<file path="config.mk">
export PLATFORM = sky130hd
export DESIGN_NAME = button_event_queue
export DESIGN_NICKNAME = d
export VERILOG_FILES = /design/src/rtl/button_event_queue.sv
export SDC_FILE = /design/constraint.sdc
export NUM_CORES = 1
export LEC_CHECK = 0
export CAP_MARGIN = 10
export CORE_MARGIN = 2
export CORE_UTILIZATION = 53
export DETAILED_ROUTE_END_ITERATION = 12
export PLACE_DENSITY = 0.79
export SYNTH_ARGS = -nofsm -noshare
export SYNTH_HDL_FRONTEND = slang
export SYNTH_SLANG_ARGS = --single-unit
</file>
<file path="constraint.sdc">
create_clock -name clock -period 2.1 [get_ports clock]
set_input_delay 0.315 -clock clock [delete_from_list [all_inputs] [get_ports clock]]
set_output_delay 0.315 -clock clock [all_outputs]
set_load 0.02 [all_outputs]
</file>
<file path="src/rtl/button_event_queue.sv">
// Button poll responder: synchronise, debounce and queue button events for lw polls.
// Define BTN_EVENT_RELEASE_EN to also queue release events (read back with bit3 set).
module button_event_queue #(
  parameter int unsigned DEPTH           = 8,
  parameter int unsigned DEBOUNCE_CYCLES = 500000
) (
  input  logic                     clock,
  input  logic                     reset,
  input  logic [3:0]               btn_in,
  input  logic                     rd_en,
  output logic [31:0]              rd_data,
  output logic [$clog2(DEPTH):0]   count,
  output logic                     empty
);

  localparam int unsigned PW = $clog2(DEPTH);
  localparam int unsigned CW = $clog2(DEBOUNCE_CYCLES + 1);
`ifdef BTN_EVENT_RELEASE_EN
  localparam int unsigned EW = 3;
`else
  localparam int unsigned EW = 2;
`endif
  localparam logic [PW:0]   FULL_COUNT = (PW+1)'(DEPTH);
  localparam logic [CW-1:0] LAST_COUNT = CW'(DEBOUNCE_CYCLES - 1);

  logic [3:0]    sync1, sync2;
  logic [3:0]    db_level;
  logic [CW-1:0] db_cnt [4];
  logic [3:0]    db_accept;
  logic [3:0]    press_rise;
  logic [3:0]    press_pend;
  logic [3:0]    press_clr;

  logic          push;
  logic [1:0]    push_colour;
  logic [EW-1:0] wr_word;

  logic [EW-1:0] mem [DEPTH];
  logic [PW-1:0] wr_ptr, rd_ptr;
  logic          rd_en_q;
  logic          rd_rise;
  logic          pop;
  logic          full;
  logic          push_ok;
  logic          drop;
  logic          overflow;
  logic          head_rel;
  logic [1:0]    head_colour;

`ifdef BTN_EVENT_RELEASE_EN
  logic [3:0]    release_fall;
  logic [3:0]    rel_pend;
  logic [3:0]    rel_clr;
  logic          push_rel;
`endif

  // Two-flop synchroniser ahead of all other button logic.
  always_ff @(posedge clock or negedge reset) begin
    if (!reset) begin
      sync1 <= '0;
      sync2 <= '0;
    end else begin
      sync1 <= btn_in;
      sync2 <= sync1;
    end
  end

  // A level is accepted on the cycle its stability count would reach DEBOUNCE_CYCLES.
  always_comb begin
    db_accept = '0;
    for (int unsigned i = 0; i < 4; i++) begin
      db_accept[i] = (sync2[i] != db_level[i]) && (db_cnt[i] == LAST_COUNT);
    end
  end

  assign press_rise = db_accept & sync2;
`ifdef BTN_EVENT_RELEASE_EN
  assign release_fall = db_accept & ~sync2;
`endif

  always_ff @(posedge clock or negedge reset) begin
    if (!reset) begin
      db_level <= '0;
      for (int unsigned i = 0; i < 4; i++) db_cnt[i] <= '0;
    end else begin
      for (int unsigned i = 0; i < 4; i++) begin
        if (sync2[i] == db_level[i]) begin
          db_cnt[i] <= '0;
        end else if (db_accept[i]) begin
          db_cnt[i]   <= '0;
          db_level[i] <= sync2[i];
        end else begin
          db_cnt[i] <= db_cnt[i] + 1'b1;
        end
      end
    end
  end

  // Lowest-index press wins; releases only go when no press is pending.
  always_comb begin
    push        = 1'b0;
    push_colour = '0;
    press_clr   = '0;
`ifdef BTN_EVENT_RELEASE_EN
    push_rel    = 1'b0;
    rel_clr     = '0;
`endif
    for (int unsigned i = 0; i < 4; i++) begin
      if (press_pend[i] && !push) begin
        push         = 1'b1;
        push_colour  = 2'(i);
        press_clr[i] = 1'b1;
      end
    end
`ifdef BTN_EVENT_RELEASE_EN
    for (int unsigned i = 0; i < 4; i++) begin
      if (rel_pend[i] && !push) begin
        push        = 1'b1;
        push_rel    = 1'b1;
        push_colour = 2'(i);
        rel_clr[i]  = 1'b1;
      end
    end
`endif
  end

`ifdef BTN_EVENT_RELEASE_EN
  assign wr_word     = {push_rel, push_colour};
  assign head_rel    = mem[rd_ptr][2];
`else
  assign wr_word     = push_colour;
  assign head_rel    = 1'b0;
`endif
  assign head_colour = mem[rd_ptr][1:0];

  // Pending bits clear even when the push is dropped on a full queue.
  always_ff @(posedge clock or negedge reset) begin
    if (!reset) begin
      press_pend <= '0;
`ifdef BTN_EVENT_RELEASE_EN
      rel_pend   <= '0;
`endif
    end else begin
      press_pend <= (press_pend & ~press_clr) | press_rise;
`ifdef BTN_EVENT_RELEASE_EN
      rel_pend   <= (rel_pend & ~rel_clr) | release_fall;
`endif
    end
  end

  assign rd_rise = rd_en & ~rd_en_q;
  assign empty   = (count == '0);
  assign full    = (count == FULL_COUNT);
  assign pop     = rd_rise & ~empty;
  assign push_ok = push & (~full | pop);
  assign drop    = push & full & ~pop;

  always_ff @(posedge clock) begin
    if (push_ok) mem[wr_ptr] <= wr_word;
  end

  always_ff @(posedge clock or negedge reset) begin
    if (!reset) begin
      rd_en_q  <= 1'b0;
      wr_ptr   <= '0;
      rd_ptr   <= '0;
      count    <= '0;
      overflow <= 1'b0;
      rd_data  <= '0;
    end else begin
      rd_en_q <= rd_en;
      if (push_ok) wr_ptr <= wr_ptr + 1'b1;
      if (pop)     rd_ptr <= rd_ptr + 1'b1;
      case ({push_ok, pop})
        2'b10:   count <= count + 1'b1;
        2'b01:   count <= count - 1'b1;
        default: count <= count;
      endcase
      if (rd_rise) begin
        overflow <= drop;
        if (!empty) rd_data <= {overflow, 27'b0, head_rel, head_colour, 1'b1};
        else        rd_data <= {overflow, 31'b0};
      end else begin
        overflow <= overflow | drop;
      end
    end
  end

endmodule
</file>
==> results of run 1 <==
layout by cell type, fill, tap and decap left out, drive strengths merged, types with 20 or more instances in the layout:
cell   netlist  routed
nand3       27      27
xnor2       50      50
dfrtp      108     108
conb         1      28
nor3        20      20
nand2       30      30
nand4       24      24
buf         32      41
nor2        87      87
inv         21      22
metal layers:
metal,vias to the layer above,wire length [um],GRT usage [%],part of all wire [%]
met3,20,450,5.74,3.9
li1,2090,-,-,-
met5,-,0,0,0
met1,2123,4750,23.3,41
met2,108,6060,35.5,53
met4,0,199,7.75,1.7
report_power, final:
group	internal (mW)	leakage (nW)	switching [mW]
sequential	2.52	1.65	0.169
clock	2.02	0.300	1.07
combinational	0.244	1.03	0.280
total	4.78	2.98	1.52
flip-flops by register name, summed over array words and instances (netlist names), 3 cells and up:
signal,cells
count,4
db_cnt,76
db_level,4
mem,16
press_pend,4
rd_data,4
rd_ptr,3
sync1,4
sync2,4
wr_ptr,3
layout make-up:
cell class                      count  area share, %
Sequential cell                   124           44.2
Clock buffer                       19           6.15
Clock inverter                     13           2.66
Timing Repair Buffer               56           6.86
Tap cell                          140           2.43
Multi-Input combinational cell    415           36.6
Inverter                           21           1.09
cells by family after synthesis:
| group | share of synthesized area [%] |
|---|---|
| AO/OA/AOI/OAI | 5.10 |
| XOR/XNOR | 9.73 |
| adder cells (fa/ha/maj) | 1.45 |
| buffers and inverters | 5.89 |
| flip-flops | 52.8 |
| multiplexers | 3.32 |
| other | 0.0622 |
| AND/OR/NAND/NOR | 21.7 |
worst paths after layout:
kind / endpoint / cells past startpoint
setup / recovery: db_level[3] / 4
max in group asynchronous: db_cnt[74] / 3
setup reg to reg: db_level[3] / 4
hold / removal: sync1[2] / 1
min in group asynchronous: db_cnt[52] / 2
hold reg to reg: sync2[3] / 0
timing repair:
item,in CTS,in global routing
pin swaps,0,3
hold buffers,1,0
cloned,0,0
resized for setup,2,5
endpoints found under the hold margin,24,0
setup endpoints to repair,2,5
setup buffers,0,0
==> reports/results.tsv, run 1 <==
stage	metric	value	unit
status	outcome	finished clean	
clock_tree	latest clock arrival within the worst-skew pair	420	ps
setup_path	r2r startpoint	db_cnt[12]	
synth	flop and latch count out of synthesis	124	
power	Peak VDD IR	745	uV
clock_tree	Worst-path clk slew	60	ps
synth	Post-synth ARST share	87.1	%
setup_path	CP startpoint	db_cnt[12]	
timing	final setup margin	43.0	ps
clock_tree	CTS tree	built	
worst_hold_path	Min-Delay Path Class	in -> reg	
setup_path	Crit path largest cell delay	590	ps
timing	Worst-Margin Slew	607	ps
setup_path	Top Family by Delay on Critical Path	simple AND/OR/NAND/NOR gates	
clock_tree	Sink Count	124	
route	antenna-violating nets left	0	
timing	Worst slew margin	59.2	%
setup_path	Required @ worst endpoint	2400	ps
route	wire length per cell	14.5	um
synth	Post-synth top cells	dfrtp_1 (108), nor2_1 (87), xnor2_1 (50)	
worst_hold_path	hold path startpoint	btn_in[2]	
setup_path	Max FO, Critical Path	3	
power	pwr dens	874	nW/um2
synth	Seq/Total Area, Yosys	52.8	%
floorplan	# rows	38	
route	Via density	5.51	
route	DRC errors left	0	
setup_path	worst path cell trace	or4b_4, or4_4, nor2_4, mux2_4	
place	dpl ws	8.68	ps
place	DP Wirelength	7790	um
floorplan	core area	11000	um2
finish	Final Util	65.6	%
route	DR pass1 iterations	5	
synth	count leader, synth	dfrtp_1	
setup_path	Critical Path Sink Type	flop	
finish	Reg area	3180	um2
timing	setup_tns	0	ps
synth	Yosys top cell area share	44.8	%
power	Leakage	2.98	nW
clock_tree	Root Driver	clkbuf_16	
timing	hold_ws	341	ps
clock_tree	CTS max path bufs	2	
place	Placer Congestion	0.814	
setup_path	CP startpoint kind	flop	
setup_path	CP bufs+invs	0	
global_route	largest net degree at the start of global routing	34	
power	Total Power	6.30	mW
timing	min Tclk post-route	2060	ps
setup_path	Setup CP Type	reg -> reg	
clock_tree	cts bufs inserted	17	
finish	fill count	787	
timing	final critical-path share of the clock period	98.0	%
global_route	first-pass GRT wire length	20000	um
timing	final setup vio count	0	
setup_path	critical path data arrival time	2360	ps
finish	Finished Cell Area	7210	um2
global_route	gr ovfl total	0	
synth	cell area after synthesis	6030	um2
global_route	GRT Total Usage	20.2	%
floorplan	Initial Utilization	54.9	%
synth	Syn Area/Cell	10.5	um2
finish	share of post-route cells with drive strength above 1	16.2	%
synth	gate count after technology mapping	572	
place	input/output buffers	15	
finish	multi-input logic area	2640	um2
timing	Final Hold Vio Count	0	
place	DP Area	6540	um2
finish	post-route insts no fill	788	
synth	number of synthesized flops with an enable pin	16	
timing	clock skew	7.29	ps
setup_path	r2r setup slk	40	ps
finish	Net count, final	649	
synth	top post-synthesis cells by area	dfrtp_1 (45%), edfxtp_1 (8.0%), xnor2_1 (7.3%)	
global_route	vias in the first global route	4361	
clock_tree	H-tree Lvls	4	
floorplan	die height	111	um
job	max-cap viol count	0	
synth	Yosys top cell by area	dfrtp_1	
synth	ys flop type	dfrtp_1	
floorplan	Die ar.	12300	um2
floorplan	I/O pins	44	
timing	Max Clock Freq	486	MHz
route	Routed WL	11500	um
floorplan	Die X	111	um
global_route	initial antenna violation count	0	
setup_path	Crit-path slowest cell	or4_4	
place	placed insts	755	
route	via count	4341	
route	First DRT Iteration DRCs	267	
synth	Yosys cell types	49	
finish	n_diodes	0	
timing	Slew Limit Fails	0	
synth	YS warnings	0	
finish	Area Growth Syn to Fin	19.5	%
Power figures use the tool's default switching activity.
==> run 2, diff against run 1 <==
- CAP_MARGIN: 10 -> 20
==> results of run 2 <==
No change in the layout: final DEF, timing and power equal those of run 1.
==> run 3, diff against run 2 <==
- ABC_AREA: not set -> 1
- SKIP_LAST_GASP: not set -> 1
==> run 3 against run 2 <==
  * Critical path depth is 7 higher
  * Synthesized cell count rose by 27%
  * Clock skew is 0.77 ps lower
  * Sequential share of layout area barely moved
  * Critical endpoint is now db_cnt[35]
  * First-iteration DRC count grew 39%
==> reports/results.tsv, run 3 <==
stage	metric	value	unit	change
setup_path	R2R depth	11		+7
synth	gate count after technology mapping	729		+27%
floorplan	Die X	114	um	+2.6%
place	DP Area	6640	um2	+1.6%
floorplan	Die ar.	12900	um2	+5.4%
synth	Yosys cell types	47		-4.1%
setup_path	r2r setup slk	200	ps	+150 ps
power	pwr dens	877	nW/um2	+0.28%
setup_path	crit path capture	db_cnt[35]		
synth	ys flop type	dfrtp_1		
place	dpl ws	57.1	ps	+48.5 ps
floorplan	Initial Utilization	53.7	%	-1.2 points
global_route	first-pass GRT wire length	21900	um	+9.3%
clock_tree	Post-CTS Setup Bufs	0		unchanged
timing	Max Clock Freq	526	MHz	+8.1%
synth	number of synthesized flops with an enable pin	16		unchanged
synth	count leader, synth	nand2_1		
global_route	gr ovfl total	0		unchanged
setup_path	Critical Path Sink Type	flop		
floorplan	core area	11900	um2	+8.0%
place	placed insts	893		+18%
global_route	largest net degree at the start of global routing	44		+29%
timing	Worst slew margin	63.0	%	+3.8 points
synth	Yosys top cell area share	42.4	%	-2.4 points
global_route	vias in the first global route	4951		+14%
setup_path	critical path data arrival time	2230	ps	-130 ps
finish	max reg flops	76		unchanged
setup_path	FF-to-FF End	db_cnt[35]		
setup_path	Required @ worst endpoint	2430	ps	+30 ps
finish	Final Util	60.7	%	-4.9 points
clock_tree	CTS max path bufs	2		unchanged
finish	n_diodes	0		unchanged
synth	flop and latch count out of synthesis	124		unchanged
setup_path	Crit path largest cell delay	370	ps	-220 ps
finish	Top Registers	db_cnt (76), mem (16)		
setup_path	Max FO, Critical Path	4		+1
finish	most frequent cells in the layout	nand2_1 (123), dfrtp_1 (108), nor2_1 (100), inv_1 (90), nor3_1 (31)		
synth	Post-synth top cells	nand2_1 (123), dfrtp_1 (108), nor2_1 (100)		
power	Leakage	3.21	nW	+7.8%
worst_hold_path	hold path startpoint	btn_in[1]		
route	DRC errors left	0		unchanged
clock_tree	Sink Count	124		unchanged
place	Placer Congestion	0.864		+6.1%
global_route	initial antenna violation count	0		unchanged
finish	post-route insts no fill	925		+17%
timing	final setup margin	198	ps	+155 ps
setup_path	CP startpoint	db_cnt[19]		
clock_tree	H-tree Lvls	4		unchanged
timing	Final Hold Vio Count	0		unchanged
route	DR pass1 iterations	5		unchanged
timing	setup_tns	0	ps	unchanged
setup_path	Top Family by Delay on Critical Path	simple AND/OR/NAND/NOR gates		
clock_tree	latest clock arrival within the worst-skew pair	420	ps	about the same
route	First DRT Iteration DRCs	371		+39%
finish	Net count, final	780		+20%
synth	cell area after synthesis	6370	um2	+5.6%
route	via count	4884		+13%
finish	Reg with most FFs	db_cnt		
timing	Slew Limit Fails	0		unchanged
clock_tree	Root Driver	clkbuf_16		
timing	final critical-path share of the clock period	90.6	%	-7.4 points
synth	Post-synth ARST share	87.1	%	unchanged
finish	fill count	959		+22%
clock_tree	cts bufs inserted	17		unchanged
setup_path	Setup CP Type	reg -> reg		
finish	commonest non-fill, non-tap cell in the layout	nand2_1		
timing	RSZ-0062 raised after global routing	no		
setup_path	CP bufs+invs	0		unchanged
timing	hold_ws	335	ps	-5.28 ps
place	input/output buffers	15		unchanged
synth	top post-synthesis cells by area	dfrtp_1 (42%), edfxtp_1 (7.5%), nand2_1 (7.3%)		
synth	Seq/Total Area, Yosys	50.0	%	-2.8 points
clock_tree	Worst-path clk slew	50	ps	about the same
setup_path	worst path cell trace	ha_1, nand2_1, nor2_2, nand2_2, nor2_4, nand2_2, nor2_2, nand2_2, nor2_2, o21ai_1, a21oi_1		
timing	min Tclk post-route	1900	ps	-155 ps
route	Routed WL	12400	um	+8.0%
floorplan	# rows	40		+5.3%
power	Peak VDD IR	431	uV	-42%
global_route	GRT Total Usage	21.0	%	+0.86 points
timing	clock skew	6.52	ps	-0.766 ps
finish	share of post-route cells with drive strength above 1	12.0	%	-4.2 points
power	Total Power	6.31	mW	+0.21%
route	antenna-violating nets left	0		unchanged
synth	Syn Area/Cell	8.73	um2	-17%
synth	YS warnings	0		unchanged
synth	Yosys top cell by area	dfrtp_1		
timing	final setup vio count	0		unchanged
worst_hold_path	Min-Delay Path Class	in -> reg		
clock_tree	CTS tree	built		
finish	Finished Cell Area	7200	um2	about the same
setup_path	Crit-path slowest cell	dfrtp_1		
floorplan	I/O pins	44		unchanged
setup_path	CP startpoint kind	flop		
job	max-cap viol count	0		unchanged
place	DP Wirelength	8870	um	+14%
route	Via density	5.28		-4.2%
setup_path	critical path depth in cells	11		+7
status	outcome	finished clean		
setup_path	r2r startpoint	db_cnt[19]		
timing	Worst-Margin Slew	549	ps	-57.1 ps
finish	Area Growth Syn to Fin	13.1	%	
route	wire length per cell	13.4	um	-8.0%
floorplan	die height	114	um	+2.6%
==> run 3: cell count changes after synthesis, moves of 13 or more <==
cell,previous run,this run
nand2_1,30,123
inv_1,21,90
xnor2_1,50,7
o21ai_0,9,24
nand2_2,0,13
nor2_1,87,100
==> run 3: how the worst min path moves through the flow <==
stage	to	slack [ps]	cells after the start
6_report	sync1[1]	340	1
5_1_grt	sync1[0]	330	1
4_1_cts	sync1[0]	320	1
3_5_place_dp	db_cnt[35]	260	1
3_3_place_gp	db_cnt[35]	260	1
2_1_floorplan	count[0]	20	0
==> run 3: cells by family (layout without fill, tap and decap cells) <==
logic type      Yosys count  in the layout  share of synthesized area (%)
simple gates            367            367                           28.4
mux                       2              2                          0.314
buf+inv                 128            150                           9.26
flops                   124            124                           50.0
fa+ha+maj                 7              7                           1.38
compound gates           71             71                           6.60
xor+xnor                 29             29                           3.99
other cells               1             28                         0.0589
==> run 3: what timing repair did <==
item,4_1_cts,5_1_grt
endpoints found under the setup margin,1,0
hold endpoints to repair,25,0
gates resized for setup,1,0
hold buffers,1,0
==> run 3: area by class of cell <==
class / count / area (um2) / share of cell area (%)
clock inverter: 9 / 97.6 / 1.36
sequential: 124 / 3180 / 44.2
multi-input combinational: 504 / 2700 / 37.4
tap: 147 / 184 / 2.55
timing repair buffer: 24 / 229 / 3.18
clock buffer: 22 / 454 / 6.31
inverter: 95 / 357 / 4.95
==> run 3: metal layers <==
layer	vias up	track usage (%)	routed length, um
met3	31	4.94	418
met2	114	36.1	6260
met5	-	0	0
met1	2335	25.2	5380
li1	2404	-	-
met4	0	9.67	312
==> run 3: worst reg2reg max path: stages (launching register included) <==
cell and delay [ps]:
dfrtp_1 370, ha_1 240, nand2_1 110, nor2_2 130, nand2_2 120, nor2_4 130, nand2_2 80, nor2_2 130
nand2_2 100, nor2_2 150, o21ai_1 100, a21oi_1 170
==> run 3: power breakdown <==
part | leakage (nW) | total, mW | switching, mW | internal [mW]
sequential | 1.64 | 2.69 | 0.146 | 2.55
combinational | 1.30 | 0.875 | 0.532 | 0.343
clock | 0.273 | 2.74 | 0.992 | 1.75
total | 3.21 | 6.31 | 1.67 | 4.64
